$ cat src/rtl/usb_audio_i2s_tx_pkg.sv
`default_nettype none
// ============================================================================
// Package : usb_audio_pkg
// Shared constants, sample type and PCM conversion helpers for the I2S TX.
// Revision: 1.0 - initial release
// ============================================================================
package usb_audio_pkg;

  localparam int SAMPLE_W   = 16;
  localparam int SLOT_W     = 32;
  localparam int FRAME_BITS = 64;
  localparam int CLK_HZ     = 60_000_000;
  localparam int FS_HZ      = 48_000;
  localparam int FRAME_CLK  = CLK_HZ / FS_HZ;

  localparam int unsigned BCLK_INC_DEF = 1717987;
  localparam int unsigned MCLK_INC_DEF = 6871948;

  // Serialiser bit-position encoding; reset sits one step before the capture slot
  localparam int                CNT_W        = 6;
  localparam logic [CNT_W-1:0]  BIT_CNT_RST  = 6'd62;
  localparam logic [CNT_W-1:0]  BIT_CNT_LAST = 6'd63;

  typedef struct packed {
    logic [SAMPLE_W-1:0] l;
    logic [SAMPLE_W-1:0] r;
  } stereo_sample_t;

  function automatic logic [SAMPLE_W-1:0] ob_to_tc(input logic [SAMPLE_W-1:0] s);
    return s ^ {1'b1, {(SAMPLE_W-1){1'b0}}};
  endfunction

  function automatic logic [FRAME_BITS-1:0] frame_word(input stereo_sample_t s);
    return {ob_to_tc(s.l), {(SLOT_W-SAMPLE_W){1'b0}},
            ob_to_tc(s.r), {(SLOT_W-SAMPLE_W){1'b0}}};
  endfunction

endpackage
`default_nettype wire

$ cat src/rtl/usb_audio_i2s_tx_if.sv
`default_nettype none
// ============================================================================
// Interface : usb_audio_i2s_tx_if
// I2S bus towards the external DAC (MCLK, BCLK, LRCK, SDATA).
// Revision: 1.0 - initial release
// ============================================================================
interface usb_audio_i2s_tx_if;
  logic i2s_mclk;
  logic i2s_bclk;
  logic i2s_lrck;
  logic i2s_sdata;

  modport master (output i2s_mclk, output i2s_bclk, output i2s_lrck, output i2s_sdata);
  modport slave  (input  i2s_mclk, input  i2s_bclk, input  i2s_lrck, input  i2s_sdata);
endinterface
`default_nettype wire

$ cat src/rtl/usb_audio_i2s_tx_nco.sv
`default_nettype none
// ============================================================================
// Module : usb_audio_nco
// Phase accumulator; tick is the carry out of the ACC_W-bit sum.
// Revision: 1.0 - initial release
// ============================================================================
module usb_audio_nco #(
  parameter int ACC_W = 24
) (
  input  logic             clk,
  input  logic             rstn,
  input  logic [ACC_W-1:0] inc,
  output logic             tick
);

  logic [ACC_W-1:0] r_acc;
  logic [ACC_W:0]   w_sum;

  assign w_sum = {1'b0, r_acc} + {1'b0, inc};
  assign tick  = w_sum[ACC_W];

  always_ff @(posedge clk or negedge rstn) begin
    if (!rstn) begin
      r_acc <= '0;
    end else begin
      r_acc <= w_sum[ACC_W-1:0];
    end
  end

endmodule
`default_nettype wire

$ cat src/rtl/usb_audio_i2s_tx.sv
`default_nettype none
// ============================================================================
// Module : usb_audio_i2s_tx
// I2S master transmitter: 64 BCLK/frame, 32-bit slots, offset-binary in.
// Optional MCLK (256fs) output enabled by defining I2S_MCLK_EN.
// Revision: 1.0 - initial release
// ============================================================================
module usb_audio_i2s_tx
  import usb_audio_pkg::*;
#(
  parameter int               ACC_W    = 24,
  parameter logic [ACC_W-1:0] BCLK_INC = ACC_W'(BCLK_INC_DEF),
  parameter logic [ACC_W-1:0] MCLK_INC = ACC_W'(MCLK_INC_DEF)
) (
  input  logic                clk,
  input  logic                rstn,
  input  logic [SAMPLE_W-1:0] audio_L_ch,
  input  logic [SAMPLE_W-1:0] audio_R_ch,
  usb_audio_i2s_tx_if.master  i2s,
  output logic                frame_start
);

  logic                  w_bclk_tick;
  logic                  w_fall;
  stereo_sample_t        w_sample;
  logic [CNT_W-1:0]      w_n;
  logic [CNT_W-1:0]      w_n_inc;

  logic                  r_bclk,        w_bclk_nxt;
  logic [CNT_W-1:0]      r_bit_cnt,     w_bit_cnt_nxt;
  logic [FRAME_BITS-1:0] r_shift,       w_shift_nxt;
  logic                  r_lrck,        w_lrck_nxt;
  logic                  r_sdata,       w_sdata_nxt;
  logic                  r_frame_start, w_frame_start_nxt;

  usb_audio_nco #(.ACC_W(ACC_W)) u_bclk_nco (
    .clk  (clk),
    .rstn (rstn),
    .inc  (BCLK_INC),
    .tick (w_bclk_tick)
  );

  assign w_sample = {audio_L_ch, audio_R_ch};

  always_ff @(posedge clk or negedge rstn) begin
    if (!rstn) begin
      r_bclk        <= 1'b0;
      r_bit_cnt     <= BIT_CNT_RST;
      r_shift       <= '0;
      r_lrck        <= 1'b0;
      r_sdata       <= 1'b0;
      r_frame_start <= 1'b0;
    end else begin
      r_bclk        <= w_bclk_nxt;
      r_bit_cnt     <= w_bit_cnt_nxt;
      r_shift       <= w_shift_nxt;
      r_lrck        <= w_lrck_nxt;
      r_sdata       <= w_sdata_nxt;
      r_frame_start <= w_frame_start_nxt;
    end
  end

  always_comb begin
    w_fall            = w_bclk_tick & r_bclk;
    w_n               = (r_bit_cnt == BIT_CNT_LAST) ? '0 : r_bit_cnt + CNT_W'(1);
    w_n_inc           = w_n + CNT_W'(1);
    w_bclk_nxt        = r_bclk;
    w_bit_cnt_nxt     = r_bit_cnt;
    w_shift_nxt       = r_shift;
    w_lrck_nxt        = r_lrck;
    w_sdata_nxt       = r_sdata;
    w_frame_start_nxt = 1'b0;

    if (w_bclk_tick) begin
      w_bclk_nxt = ~r_bclk;
    end

    // Everything data-related moves on the BCLK falling edge; LRCK leads the slot by one bit
    if (w_fall) begin
      w_bit_cnt_nxt = w_n;
      w_lrck_nxt    = w_n_inc[CNT_W-1];
      w_sdata_nxt   = r_shift[FRAME_BITS-1];
      w_shift_nxt   = r_shift << 1;
      if (w_n == BIT_CNT_LAST) begin
        w_shift_nxt       = frame_word(w_sample);
        w_frame_start_nxt = 1'b1;
      end
    end
  end

  always_comb begin
    i2s.i2s_bclk  = r_bclk;
    i2s.i2s_lrck  = r_lrck;
    i2s.i2s_sdata = r_sdata;
    frame_start   = r_frame_start;
  end

`ifdef I2S_MCLK_EN
  logic w_mclk_tick;
  logic r_mclk;

  usb_audio_nco #(.ACC_W(ACC_W)) u_mclk_nco (
    .clk  (clk),
    .rstn (rstn),
    .inc  (MCLK_INC),
    .tick (w_mclk_tick)
  );

  // Free-running: deliberately not aligned to BCLK edges
  always_ff @(posedge clk or negedge rstn) begin
    if (!rstn) begin
      r_mclk <= 1'b0;
    end else if (w_mclk_tick) begin
      r_mclk <= ~r_mclk;
    end
  end

  assign i2s.i2s_mclk = r_mclk;
`else
  logic w_mclk_inc_unused;
  assign w_mclk_inc_unused = ^MCLK_INC;
  assign i2s.i2s_mclk      = 1'b0;
`endif

endmodule
`default_nettype wire

$ cat src/flat_wrapper.sv
// flat-port wrapper written by rule: the top's interface ports become plain ports
module usb_audio_i2s_tx_flat import usb_audio_pkg::*;
#(
  parameter int               ACC_W    = 24,
  parameter logic [ACC_W-1:0] BCLK_INC = ACC_W'(BCLK_INC_DEF),
  parameter logic [ACC_W-1:0] MCLK_INC = ACC_W'(MCLK_INC_DEF)
)
  (clk, rstn, audio_L_ch, audio_R_ch, frame_start, i2s_i2s_mclk, i2s_i2s_bclk, i2s_i2s_lrck, i2s_i2s_sdata);
  usb_audio_i2s_tx_if i2s_i ();
  input  logic clk;
  input  logic rstn;
  input  logic [SAMPLE_W-1:0] audio_L_ch;
  input  logic [SAMPLE_W-1:0] audio_R_ch;
  output logic frame_start;
  output wire logic [$bits(i2s_i.i2s_mclk)-1:0] i2s_i2s_mclk;
  output wire logic [$bits(i2s_i.i2s_bclk)-1:0] i2s_i2s_bclk;
  output wire logic [$bits(i2s_i.i2s_lrck)-1:0] i2s_i2s_lrck;
  output wire logic [$bits(i2s_i.i2s_sdata)-1:0] i2s_i2s_sdata;
  assign i2s_i2s_mclk = i2s_i.i2s_mclk;
  assign i2s_i2s_bclk = i2s_i.i2s_bclk;
  assign i2s_i2s_lrck = i2s_i.i2s_lrck;
  assign i2s_i2s_sdata = i2s_i.i2s_sdata;
  usb_audio_i2s_tx #(.ACC_W(ACC_W), .BCLK_INC(BCLK_INC), .MCLK_INC(MCLK_INC)) u_core (.clk(clk), .rstn(rstn), .audio_L_ch(audio_L_ch), .audio_R_ch(audio_R_ch), .i2s(i2s_i), .frame_start(frame_start));
endmodule
$ cat config.mk
export PLATFORM = sky130hd
export DESIGN_NAME = usb_audio_i2s_tx_flat
export DESIGN_NICKNAME = d
export VERILOG_FILES = /design/src/rtl/usb_audio_i2s_tx_pkg.sv /design/src/rtl/usb_audio_i2s_tx_if.sv /design/src/rtl/usb_audio_i2s_tx_nco.sv /design/src/rtl/usb_audio_i2s_tx.sv /design/src/flat_wrapper.sv
export SDC_FILE = /design/constraint.sdc
export NUM_CORES = 1
export LEC_CHECK = 0
export ABC_AREA = 1
export ABC_CLOCK_PERIOD_IN_PS = 2000
export BUFFER_PORTS_ARGS = -buffer_cell sky130_fd_sc_hd__buf_2
export CAP_MARGIN = 20
export CORE_MARGIN = 1.5
export CORE_UTILIZATION = 59
export DETAILED_ROUTE_END_ITERATION = 10
export GPL_TIMING_DRIVEN = 0
export PLACE_DENSITY = 0.82
export SYNTH_ARGS = -nofsm -noshare
export SYNTH_HDL_FRONTEND = slang
export SYNTH_SLANG_ARGS = --single-unit
$ cat constraint.sdc
create_clock -name clk -period 2 [get_ports clk]
set_input_delay 0.3 -clock clk [delete_from_list [all_inputs] [get_ports clk]]
set_output_delay 0.3 -clock clk [all_outputs]
set_load 0.02 [all_outputs]
**After elaboration in Yosys (flattened, before gate mapping)**

Index checks and enable logic that the tools add are counted.

- Bits in registers: 98
- Output and inout bits: 5
- Word-level logic and storage cells: 20

- $add $sub $neg: 3
- Equality and inequality tests: 2
- Muxes and demuxes: 4
- Bitwise logic cells: 4

Operators by type and width:

| kind | count |
|---|---|
| 2-to-1 mux 64 bit | 1 |
| adder 24 x 21 -> 25 bit (second input constant) | 1 |
| adder 6 x 1 -> 6 bit (second input constant) | 2 |
| equality test 6 bit (second input constant) | 2 |
| 2-to-1 mux 6 bit | 1 |
| NOT 1 bit | 3 |
| 2-to-1 mux 1 bit | 2 |
| AND 1 bit | 1 |

**Depth between registers and ports, before layout**

- Depth in word-level cells: 5
- Mapped depth: 13
- Mapped depth without buffers: 11

**By module**

A second synthesis with hierarchy kept.

- Cells, all modules: 800
- Area, all modules: 5,345.1 um^2

By module, submodules not included:

| module | times used | cells an instance | area an instance (um^2) | sequential area each (um^2) |
|---|---|---|---|---|
| usb_audio_i2s_tx | 1 | 409 | 2,964.1 | 1,457.6 |
| usb_audio_nco | 1 | 391 | 2,381.0 | 600.6 |

**Worst setup path before layout**

No wires, ideal clock.

- Kind: flip-flop to flip-flop
- Start point: reg u_core.r_bit_cnt[1]
- End point: reg u_core.r_shift[60]
- Arrival time: 1,654 ps
- Data required time: 1,884 ps
- Path slack: 230 ps
- Stages on the path, launching flop included: 13
- Path buffers: 2
- Period minus slack after synthesis: 1,770 ps
- Cells stage by stage: dfstp_2 ha_1 nand3_1 nand2_1 nand3_1 nor2_4 nand2_1 buf_6 buf_6 nand2_1 nand2_1 nand2_1 nand2_1

- Cells in the longest elaborated chain, start to end: 4
- Elaborated cells between the ends (all ways): 5
- Classes of those cells: 1 x add/sub; 2 x eq/ne; 2 x mux

Ends and longest elaborated chain:

| element | line | text |
|---|---|---|
| start, declared | usb_audio_i2s_tx.sv:30 | `logic [CNT_W-1:0] r_bit_cnt, w_bit_cnt_nxt;` |
| start signal, assigned | usb_audio_i2s_tx.sv:55 | `r_bit_cnt <= w_bit_cnt_nxt;` |
| adder 6 x 1 -> 6 bit or equality test 6 bit (tied branches) | usb_audio_i2s_tx.sv:65 | `w_n = (r_bit_cnt == BIT_CNT_LAST) ? '0 : r_bit_cnt + CNT_W'(1);` |
| 2-to-1 mux 6 bit (*) | usb_audio_i2s_tx.sv:65 |  |
| equality test 6 bit (*) | usb_audio_i2s_tx.sv:84 | `if (w_n == BIT_CNT_LAST) begin` |
| 2-to-1 mux 64 bit (*) | usb_audio_i2s_tx.sv:84 |  |
| end signal, assigned | usb_audio_i2s_tx.sv:56 | `r_shift <= w_shift_nxt;` |
| end, declared | usb_audio_i2s_tx.sv:31 | `logic [FRAME_BITS-1:0] r_shift, w_shift_nxt;` |

Mark *: on every way between the ends. The rest lies on a longest branch, timed or not.
A chain may end at the register's enable or synchronous reset.

**Worst setup path after layout**

- Start point: reg u_core.u_bclk_nco.r_acc[1]
- End point: reg u_core.r_bit_cnt[0]

- Cells in the longest elaborated chain, start to end: 2

Ends and longest elaborated chain:

| element | line | text |
|---|---|---|
| start, declared | usb_audio_i2s_tx_nco.sv:16 | `logic [ACC_W-1:0] r_acc;` |
| start signal, assigned | usb_audio_i2s_tx_nco.sv:26 | `r_acc <= w_sum[ACC_W-1:0];` |
| adder 24 x 21 -> 25 bit | usb_audio_i2s_tx_nco.sv:19 | `assign w_sum = {1'b0, r_acc} + {1'b0, inc};` |
| AND 1 bit | usb_audio_i2s_tx.sv:64 | `w_fall = w_bclk_tick & r_bclk;` |

Every way passes these cells.

==> results.yml <==
outcome:
  status: "finished clean"
yosys:
  synth_compound_area_share_pct: 4.50
  synthXorXnorAreaFrac_pct: 3.07
  synth_top_family_by_area: "simple AND/OR/NAND/NOR gates"
  synth_cell_types: 27
  synth-simple-area-share_pct: 36.3
  syn_inst: 572
  ys_seq_area_share_pct: 48.0
  synth_seq_cells: 82
  syn-cell-area_mm2: 0.00429
  ys_warn_count: 0
  synth_nets: 609
  post_synth.cell_area_avg_um2: 7.49
  synthMuxAreaShare_pct: 0
  synth_fa_ha_area_share_pct: 0.876
floorplanning:
  rows: 30
  start_util_pct: 62.0
  die_area_mm2: 0.00778
  die_width_um: 88.2
  pin_count: 39
  fp.dieH_um: 88.2
  core_area_mm2: 0.00691
clock_network:
  clk_transition_reported_paths_ns: 0.09
  clockRootBuffer: "clkbuf_8"
  clock_latency_ns: 0.36
  tritoncts: "built"
  htreeDepth: 3
  clock_tree.buffer_depth: 2
  numClockSinks: 82
  cts-buffers-inserted: 9
worst_hold_path:
  hold_path.class: "in -> reg"
  hold_start: "audio_L_ch[4]"
detailed_routing:
  via_count: 3791
  viasPerCell: 5.19
  wire_per_inst_um: 12.3
  drtPass1Iterations: 4
  first_iter_violations: 176
  drc: 0
  antenna_left: 0
  drt_wl_total_mm: 9.00
cells_and_area:
  register_area_mm2: 0.00206
  nets: 667
  drive_above_1_share_pct: 17.8
  syn2layout_area_growth_pct: 15.9
  final_util_pct: 71.9
  fillers: 570
  stdcell_area_mm2: 0.00497
  diodes: 0
  multi_input_area_mm2: 0.00197
  final_cell_mix: "272 x nand2_1, 77 x dfrtp_1, 57 x nand3_1, 47 x buf_2, 31 x inv_1"
  layout_commonest_cell: "nand2_1"
place:
  io_buffers: 37
  gp_congestion: 0.878
  hpwl_mm: 6.16
  postPlaceCellArea_mm2: 0.00461
global_routing:
  grt_pass1_wl_mm: 14.8
  grt_overflow: 0
  track_usage_pct: 24.1
  grt_pass1_vias: 3491
  antenna_found_initial: 0
  grt_max_degree: 45
worst_setup_path:
  critPathMaxFanout: 10
  crit_arrival_ns: 2.15
  endpoint_kind: "register"
  cp-startpoint: "u_core.u_bclk_nco.r_acc[1]"
  start_kind: "register"
  required_ns: 2.25
  reg2reg_from: "u_core.u_bclk_nco.r_acc[1]"
  path_class: "reg -> reg"
timing:
  slew_viol_final: 0
  fmax_ghz: 0.527
  setup_viol: 0
  tightest_slew_ns: 0.520
  fin_skew_ns: 0.0132
  whs_ns: 0.260
  fin_crit_sh_pct: 95.0
  finalHoldViolCount: 0
  period_needed_ns: 1.90
  slew_headroom_pct: 65.4
power_and_ir_drop:
  p_leak_nw: 2.50
  ir_worst_vdd_v: 0.000387
  pwr-share-seq_pct: 56.0
  power.density_mw_per_mm2: 596
  p_sw_share_pct: 21.3
  clkPwrFrac_pct: 41.5
  internal_power_w: 0.00233
  total_power_w: 0.00296
  power_frac_comb_pct: 2.5
  p_sw_w: 0.000630
flow_run:
  cap_viol_max_count: 0
[flip-flops by register name, indices dropped and copies added, names as in the netlist]
name	flops
u_core.r_shift	48
u_core.frame_start	1
u_core.i2s.i2s_sdata	1
u_core.i2s.i2s_lrck	1
u_core.r_bit_cnt	6
u_core.u_bclk_nco.r_acc	24
u_core.i2s.i2s_bclk	1
[what timing repair did]
item                       CTS  global route
gates resized for setup      0            15
pin swaps                    1             2
cloned                       0             1
hold buffers                 1             0
hold endpoints to repair    37             0
setup endpoints to repair    4            58
buffers inserted             4             3
[cell type report]
class	count	area share, %
Timing Repair Buffer	47	5.95
Sequential cell	82	41.4
Tap cell	96	2.42
Clock inverter	4	1.01
Clock buffer	12	3.12
Inverter	37	2.80
Multi-Input combinational cell	430	39.6
Buffer	23	3.68
[critical path, cell delays in order (launching register included)]
cell     delay, ns
dfrtp_1       0.41
inv_1         0.07
ha_2          0.20
nor2_4        0.10
nand2_1       0.08
nand2_2       0.11
nand2_1       0.10
nand3_2       0.12
nand3_4       0.14
buf_2         0.23
o21ai_0       0.23
[through the flow]
step | setup slack [ns] | std cells | TNS (ns)
finish | 0.101 | 731 | 0
global route | -0.00766 | 731 | -0.0135
CTS | 0.000429 | 727 | 0
detailed placement | 0.00580 | 706 | 0
global placement | 0.0282 | 705 | 0
floorplan | 0.230 | 572 | 0
[metal layers]
metal	up-vias	global-route usage [%]	wire, um
met3	18	4.20	412
met5	-	0	0
met1	1772	31.8	4060
met2	95	40.4	4350
met4	0	8.66	173
li1	1906	-	-
[worst paths after layout]
check / endpoint / slack, ns / cells after the start
setup reg to reg: u_core.r_bit_cnt[0] / 0.10 / 10
setup / recovery: u_core.r_bit_cnt[0] / 0.10 / 10
hold reg to reg: u_core.u_bclk_nco.r_acc[0] / 0.46 / 1
max in group asynchronous: u_core.r_bit_cnt[2] / 0.88 / 3
hold / removal: u_core.r_shift[52] / 0.26 / 5
min in group asynchronous: u_core.r_shift[39] / 0.45 / 2
[power by group through the flow]
| stage | Clock (W) | Sequential, W | Combinational [W] |
|---|---|---|---|
| 3_5_place_dp | 0 | 0.00169 | 0.0000743 |
| 6_report | 0.00123 | 0.00166 | 0.0000732 |
| 5_1_grt | 0.00132 | 0.00166 | 0.0000835 |
| 3_3_place_gp | 0 | 0.00169 | 0.0000679 |
| 4_1_cts | 0.00126 | 0.00166 | 0.0000759 |
| 2_1_floorplan | 0 | 0.00169 | 0.00000386 |
[Yosys cell counts]
library cell | n | area, um^2
nand2_1 | 275 | 1030
dfrtp_1 | 77 | 1930
nand3_1 | 58 | 290
inv_1 | 31 | 116
nor2_1 | 22 | 82.6
o21ai_1 | 16 | 80.1
buf_2 | 14 | 70.1
xor2_1 | 12 | 105
o21ai_0 | 11 | 55.1
buf_6 | 8 | 90.1
a21oi_1 | 6 | 30.0
inv_2 | 6 | 22.5
nand4_1 | 6 | 37.5
dfstp_2 | 5 | 131
nor2_2 | 5 | 31.3
ha_1 | 3 | 37.5
nand3_2 | 3 | 30.0
xnor2_1 | 3 | 26.3
nand2_2 | 2 | 12.5
o22ai_1 | 2 | 12.5
a211oi_1 | 1 | 7.51
buf_4 | 1 | 7.51
conb_1 | 1 | 3.75
nand3b_1 | 1 | 7.51
nor2_4 | 1 | 11.3
nor2_8 | 1 | 20.0
o211ai_1 | 1 | 7.51
[cell families after synthesis]
logic type      after synthesis
xor+xnor                     15
buf+inv                      60
simple gates                374
flops                        82
compound gates               37
fa+ha+maj                     3
other cells                   1
No activity file was read; power rests on OpenSTA's default activity.
